--- src/rtl/nbody_pkg.sv ---
// Shared types and constants for the n-body gravity datapath: IEEE-754 doubles,
// body records, pair tags and the scheduler state encoding.
package nbody_pkg;

  localparam int BODY_IDX_W      = 9;
  localparam int GETACCL_LATENCY = 122;

  typedef logic [63:0]           fp64_t;
  typedef logic [BODY_IDX_W-1:0] idx_t;

  typedef struct packed {
    fp64_t x;
    fp64_t y;
    fp64_t m;
  } body_t;

  typedef struct packed {
    logic valid;
    idx_t i;
    logic last;
  } pair_tag_t;

  typedef enum logic [1:0] {
    ST_IDLE,
    ST_ISSUE,
    ST_DRAIN,
    ST_DONE
  } sched_state_e;

endpackage

--- src/rtl/tag_delay_line.sv ---
// Fixed-depth, stall-free shift register used to align pair tags with a
// pipelined arithmetic unit. Reset clears every stage so no stale tag escapes.
module tag_delay_line #(
  parameter int WIDTH = 11,
  parameter int DEPTH = 122
) (
  input  logic             clk,
  input  logic             rst_n,
  input  logic [WIDTH-1:0] d_i,
  output logic [WIDTH-1:0] q_o
);

  logic [WIDTH-1:0] stage_q [DEPTH];

  // NOTE: every stage is reset, not just the output; a flushed line is what
  // guarantees no tag_valid survives an abandoned run.
  always_ff @(posedge clk or negedge rst_n) begin
    if (!rst_n) begin
      for (int k = 0; k < DEPTH; k++) stage_q[k] <= '0;
    end else begin
      stage_q[0] <= d_i;
      for (int k = 1; k < DEPTH; k++) stage_q[k] <= stage_q[k-1];
    end
  end

  assign q_o = stage_q[DEPTH-1];

endmodule

--- src/rtl/accl_pair_scheduler.sv ---
// Walks every ordered body pair (i,j), i!=j, out of the body RAM at one pair per
// cycle for getAccl, and delays a {valid,i,last} tag to line up with its result.
module accl_pair_scheduler
  import nbody_pkg::*;
#(
  parameter int IDX_W   = 9,
  parameter int LATENCY = GETACCL_LATENCY
) (
  input  logic             clk,
  input  logic             rst_n,
  input  logic             start,
  input  logic [IDX_W:0]   n_bodies,
  output logic             busy,
  output logic             done,
  output logic             mem_rd_en,
  output logic [IDX_W-1:0] mem_addr,
  input  fp64_t            mem_x,
  input  fp64_t            mem_y,
  input  fp64_t            mem_m,
  output fp64_t            x1,
  output fp64_t            y1,
  output fp64_t            x2,
  output fp64_t            y2,
  output fp64_t            m2,
  output logic             pair_valid,
  output logic             tag_valid,
  output logic [IDX_W-1:0] tag_i,
  output logic             tag_last
);

  localparam int CNT_W   = IDX_W + 1;
  localparam int DRAIN_W = $clog2(LATENCY + 2);
  localparam int TAG_W   = IDX_W + 2;

  sched_state_e       state_q, state_d;
  logic [CNT_W-1:0]   n_q, n_d;
  logic [IDX_W-1:0]   i_q, i_d;
  logic [IDX_W-1:0]   j_q, j_d;
  logic               fetch_i_q, fetch_i_d;
  logic [DRAIN_W-1:0] drain_q, drain_d;

  logic [CNT_W-1:0]   j_inc;
  logic               j_last;
  logic               rd_is_i, rd_is_j, rd_last;

  // Read tag travelling with the 1-cycle RAM access.
  logic               rd_is_i_q, rd_is_j_q, rd_last_q;
  logic [IDX_W-1:0]   rd_i_q;

  fp64_t              xi_hold_q, yi_hold_q;
  body_t              pair_j_q;
  fp64_t              x1_q, y1_q;
  logic               pair_valid_q, pair_last_q;
  logic [IDX_W-1:0]   pair_i_q;
  logic [TAG_W-1:0]   tag_out;

  // Next j skips the diagonal; the extra bit keeps n = 2**IDX_W from wrapping.
  always_comb begin
    j_inc = {1'b0, j_q} + CNT_W'(1);
    if (j_inc == {1'b0, i_q}) j_inc = j_inc + CNT_W'(1);
    j_last = (j_inc >= n_q);
  end

  // NOTE: every signal driven here gets a default first, so no path through the
  // case statement can leave one unassigned and infer a latch.
  always_comb begin
    state_d   = state_q;
    n_d       = n_q;
    i_d       = i_q;
    j_d       = j_q;
    fetch_i_d = fetch_i_q;
    drain_d   = drain_q;
    mem_rd_en = 1'b0;
    mem_addr  = '0;
    rd_is_i   = 1'b0;
    rd_is_j   = 1'b0;
    rd_last   = 1'b0;
    busy      = 1'b0;
    done      = 1'b0;

    unique case (state_q)
      ST_IDLE: begin
        if (start) begin
          n_d = n_bodies;
          if (n_bodies < CNT_W'(2)) begin
            state_d = ST_DONE;
          end else begin
            state_d   = ST_ISSUE;
            i_d       = '0;
            j_d       = IDX_W'(1);
            fetch_i_d = 1'b1;
          end
        end
      end

      ST_ISSUE: begin
        busy      = 1'b1;
        mem_rd_en = 1'b1;
        if (fetch_i_q) begin
          mem_addr  = i_q;
          rd_is_i   = 1'b1;
          fetch_i_d = 1'b0;
        end else begin
          mem_addr = j_q;
          rd_is_j  = 1'b1;
          rd_last  = j_last;
          if (!j_last) begin
            j_d = j_inc[IDX_W-1:0];
          end else if ({1'b0, i_q} == n_q - CNT_W'(1)) begin
            state_d = ST_DRAIN;
            drain_d = '0;
          end else begin
            i_d       = i_q + IDX_W'(1);
            j_d       = '0;
            fetch_i_d = 1'b1;
          end
        end
      end

      ST_DRAIN: begin
        busy = 1'b1;
        if (drain_q == DRAIN_W'(LATENCY + 1)) state_d = ST_DONE;
        else                                  drain_d = drain_q + DRAIN_W'(1);
      end

      ST_DONE: begin
        done    = 1'b1;
        busy    = (n_q >= CNT_W'(2));
        state_d = ST_IDLE;
      end

      default: state_d = ST_IDLE;
    endcase
  end

  // NOTE: sequential state uses non-blocking assignments so every register
  // samples the pre-edge values regardless of statement order.
  always_ff @(posedge clk or negedge rst_n) begin
    if (!rst_n) begin
      state_q   <= ST_IDLE;
      n_q       <= '0;
      i_q       <= '0;
      j_q       <= '0;
      fetch_i_q <= 1'b0;
      drain_q   <= '0;
    end else begin
      state_q   <= state_d;
      n_q       <= n_d;
      i_q       <= i_d;
      j_q       <= j_d;
      fetch_i_q <= fetch_i_d;
      drain_q   <= drain_d;
    end
  end

  // Data returns one cycle after the read; the tag tells us what it was.
  always_ff @(posedge clk or negedge rst_n) begin
    if (!rst_n) begin
      rd_is_i_q    <= 1'b0;
      rd_is_j_q    <= 1'b0;
      rd_last_q    <= 1'b0;
      rd_i_q       <= '0;
      xi_hold_q    <= '0;
      yi_hold_q    <= '0;
      x1_q         <= '0;
      y1_q         <= '0;
      pair_j_q     <= '0;
      pair_valid_q <= 1'b0;
      pair_i_q     <= '0;
      pair_last_q  <= 1'b0;
    end else begin
      rd_is_i_q <= rd_is_i;
      rd_is_j_q <= rd_is_j;
      rd_last_q <= rd_last;
      rd_i_q    <= i_q;
      if (rd_is_i_q) begin
        xi_hold_q <= mem_x;
        yi_hold_q <= mem_y;
      end
      pair_valid_q <= rd_is_j_q;
      if (rd_is_j_q) begin
        x1_q        <= xi_hold_q;
        y1_q        <= yi_hold_q;
        pair_j_q    <= '{x: mem_x, y: mem_y, m: mem_m};
        pair_i_q    <= rd_i_q;
        pair_last_q <= rd_last_q;
      end else begin
        x1_q        <= '0;
        y1_q        <= '0;
        pair_j_q    <= '0;
        pair_i_q    <= '0;
        pair_last_q <= 1'b0;
      end
    end
  end

  tag_delay_line #(
    .WIDTH(TAG_W),
    .DEPTH(LATENCY)
  ) u_tag_delay (
    .clk  (clk),
    .rst_n(rst_n),
    .d_i  ({pair_valid_q, pair_i_q, pair_last_q}),
    .q_o  (tag_out)
  );

  assign x1         = x1_q;
  assign y1         = y1_q;
  assign x2         = pair_j_q.x;
  assign y2         = pair_j_q.y;
  assign m2         = pair_j_q.m;
  assign pair_valid = pair_valid_q;
  assign tag_valid  = tag_out[TAG_W-1];
  assign tag_i      = tag_out[TAG_W-2:1];
  assign tag_last   = tag_out[0];

endmodule

--- config.mk ---
export PLATFORM = sky130hd
export DESIGN_NAME = accl_pair_scheduler
export DESIGN_NICKNAME = d
export VERILOG_FILES = /design/src/rtl/nbody_pkg.sv /design/src/rtl/tag_delay_line.sv /design/src/rtl/accl_pair_scheduler.sv
export SDC_FILE = /design/constraint.sdc
export NUM_CORES = 1
export LEC_CHECK = 0
export BUFFER_PORTS_ARGS = -buffer_cell sky130_fd_sc_hd__clkbuf_2
export CAP_MARGIN = 10
export CORE_ASPECT_RATIO = 1.4
export CORE_MARGIN = 10
export CORE_UTILIZATION = 25
export CTS_CLUSTER_DIAMETER = 60
export DETAILED_ROUTE_END_ITERATION = 7
export PLACE_DENSITY = 0.36
export SETUP_SLACK_MARGIN = 0.3
export SLEW_MARGIN = 5
export SYNTH_ARGS = -nofsm -noshare
export SYNTH_HDL_FRONTEND = slang
export SYNTH_SLANG_ARGS = --single-unit
--- constraint.sdc ---
create_clock -name clk -period 5.8 [get_ports clk]
set_input_delay 1.16 -clock clk [delete_from_list [all_inputs] [get_ports clk]]
set_output_delay 1.16 -clock clk [all_outputs]
set_load 0.01 [all_outputs]
==> impl_metrics.ini <==
[detailed_routing]
drt-initial-drc-count = 1150
vias = 23400
drc_errors = 0
wl_um = 110000
dr.pass1.iters = 4
wl_per_cell_um = 17.2
drt-vias-per-instance = 3.66
ant_nets = 0

[timing]
max_slew_margin_pct = 30.8
fin_crit_ps = 5100
max_freq_mhz = 196
setup_tns_ps = 0
rsz0062_at_grt = false
drv_slew = 0
skew_ps = 55.3
tightestPinTransition_ps = 1040
finalSetupViolCount = 0
fin_ws_ps = 705
min_period_over_period_pct = 87.9
finalHoldViolCount = 0

[floorplanning]
dieHeight_um = 562
die-area_um2 = 229000
fp.dieW_um = 407
ioPinCount = 549
initial_core_util_pct = 25.1
rows = 199
core_um2 = 209000

[power_and_ir_drop]
peakVddDrop_uv = 211
total_leakage_power_nw = 34.3
powerDensity_nw_per_um2 = 395
p_total_mw = 25.8

[layout]
layout.cells.non_filler = 6410
fillers = 20600
area_growth_pct = 24.5
drive_gt1_share_pct = 28.9
final_area_um2 = 65400
nNetsFinal = 3671

[clock_tree]
h-tree-depth = 4
cts_resized = 0
hold_buffers = 0
clk_path_buf_depth = 4
cts_tree = built
path_clk_slew_ps = 60
cts_setup_buffers = 0
cts_buffers = 201
clock-sinks = 1851
root_buffer = clkbuf_16
clk_latency_ps = 820

[logic_synthesis]
synthesis.area_um2 = 52500
ys_seq_area_share_pct = 88.2
synth_top_area_share_pct = 88.2
ys_seq_elements = 1851
syn_inst = 2740
ys.flop_type = dfrtp_1
ys.warnings.count = 0
syn_area_per_cell_um2 = 19.2
yosysTopAreaCell = dfrtp_1
synth.distinct_cells = 64
synth-edff-count = 0
ys_top_cells_by_area = dfrtp_1 88%, and2_1 4.0%, mux2_2 3.0%
synthArstFlopShare_pct = 100
syn-num-nets = 2965

[global_route]
grt_pass1_wl_um = 173000
grt_max_degree = 167
grt-ovfl-total = 0
grt_usage_pct = 9.69
grt_pass1_vias = 26600
antenna_found_initial = 24

[worst_setup_path]
crit_arrival_ps = 5800
crit_type = reg -> reg
cp-start-kind = flop
critPathRequiredTime_ps = 6510
r2r_slack_ps = 700
end_kind = flop
crit_fanout = 9

[run_status]
status = finished, final reports clean

[placement]
place_inst = 6057
dpl_cell_area_um2 = 58900
place_hpwl_um = 68600
dp_slack_ps = 456
port-buffer-count = 548
gp_congestion = 0.740

[job]
drv_cap = 0

[min_path]
min_path_type = in -> async
## placed cells by master, fill, tap and decap left out, drive strengths merged, types with 20 or more instances in the layout
| master | count |
|---|---|
| ha | 20 |
| nor2 | 33 |
| buf | 38 |
| a21oi | 21 |
| dfrtp | 1851 |
| clkbuf | 831 |
| xnor2 | 25 |
| nand2 | 35 |
| clkinv | 39 |
| and2 | 334 |
| mux2 | 138 |
| inv | 34 |
## synthesized netlist by cell type (all sizes together), types with 5 or more instances
master and number:
mux2i 11, nand2b 8, xor2 12, nor2 33, nor3 17, nand2 35, a21oi 21, nand3 19
o31ai 5, o21ai 19, xnor2 25, mux2 138, o22ai 6, a31oi 7, or4 8, ha 20
and2 334, clkbuf 67, and3 5, dfrtp 1851, buf 15, inv 25
## critical path: stages, from the launching register on
cell and delay [ps]:
dfrtp_1 450, ha_2 330, and3_1 220, and3_1 280, xnor3_1 250, nand3_1 170
nor3b_2 70, buf_4 170, a21oi_2 360, xnor2_1 140, ha_1 320, o211ai_1 90
a21oi_1 160, o2111ai_1 200, a32oi_1 410, o311ai_2 330, and2_1 350, or4_1 520
a21oi_1 160
## routing by layer
metal / vias to the layer above / share of wire (%) / track usage, % / wire length, µm
met2: 589 / 48 / 15.8 / 53300
met4: 26 / 3.0 / 3.29 / 3290
li1: 10200 / - / - / -
met3: 263 / 8.4 / 3.96 / 9260
met1: 12400 / 40 / 11.6 / 44300
met5: - / 0.15 / 0 / 170
## where the power goes
group | internal, mW | leakage (nW) | switching [mW]
registers | 12.9 | 25.8 | 0.0000867
clock network | 7.42 | 3.20 | 5.11
logic | 0.0705 | 5.26 | 0.291
## cells by family after synthesis
group | share of synthesized area (%)
DFF | 88.2
adders and majority gates | 0.477
xor gates and xnor gates | 0.703
buffers and inverters | 0.853
and+or+nand+nor | 5.28
AOI/OAI and AO/OA | 1.31
muxes | 3.17
## state kept, by name, summed over array words and instances (netlist names), 2 cells and up
| signal | count |
|---|---|
| state_q | 2 |
| yi_hold_q | 64 |
| i_q | 9 |
| u_tag_delay.stage_q | 1331 |
| drain_q | 7 |
| y2 | 64 |
| m2 | 64 |
| pair_i_q | 9 |
| n_q | 10 |
| x2 | 64 |
| x1 | 64 |
| y1 | 64 |
| j_q | 9 |
| u_tag_delay.q_o | 11 |
| xi_hold_q | 64 |
| rd_i_q | 9 |
## final cells by class
type	instances	area (µm²)	area share (%)
clock inverter	60	713	1.09
tap	2814	3520	5.38
inverter	27	101	0.155
antenna	9	22.5	0.0344
timing repair buffer	585	3190	4.87
sequential	1851	46300	70.8
clock buffer	284	5770	8.83
multi-input combinational	780	5750	8.80
## final timing paths
path,startpoint,cells after the start,to
min in group clk,u_tag_delay.stage_q[871],0,u_tag_delay.stage_q[860]
setup / recovery,j_q[1],18,i_q[7]
max in group asynchronous,rst_n,2,u_tag_delay.stage_q[921]
hold reg to reg,u_tag_delay.stage_q[871],0,u_tag_delay.stage_q[860]
hold / removal,rst_n,1,u_tag_delay.q_o[1]
setup reg to reg,j_q[1],18,i_q[7]
## through the flow
| step | hold WS (ps) | util, % |
|---|---|---|
| detailed placement | 335 | 28.1 |
| global placement | 332 | 28.1 |
| CTS | 293 | 31.2 |
| global route | 294 | 31.2 |
| floorplan | 331 | - |
| finish | 301 | 31.2 |
Note: power is estimated with default switching activity, not from simulation.
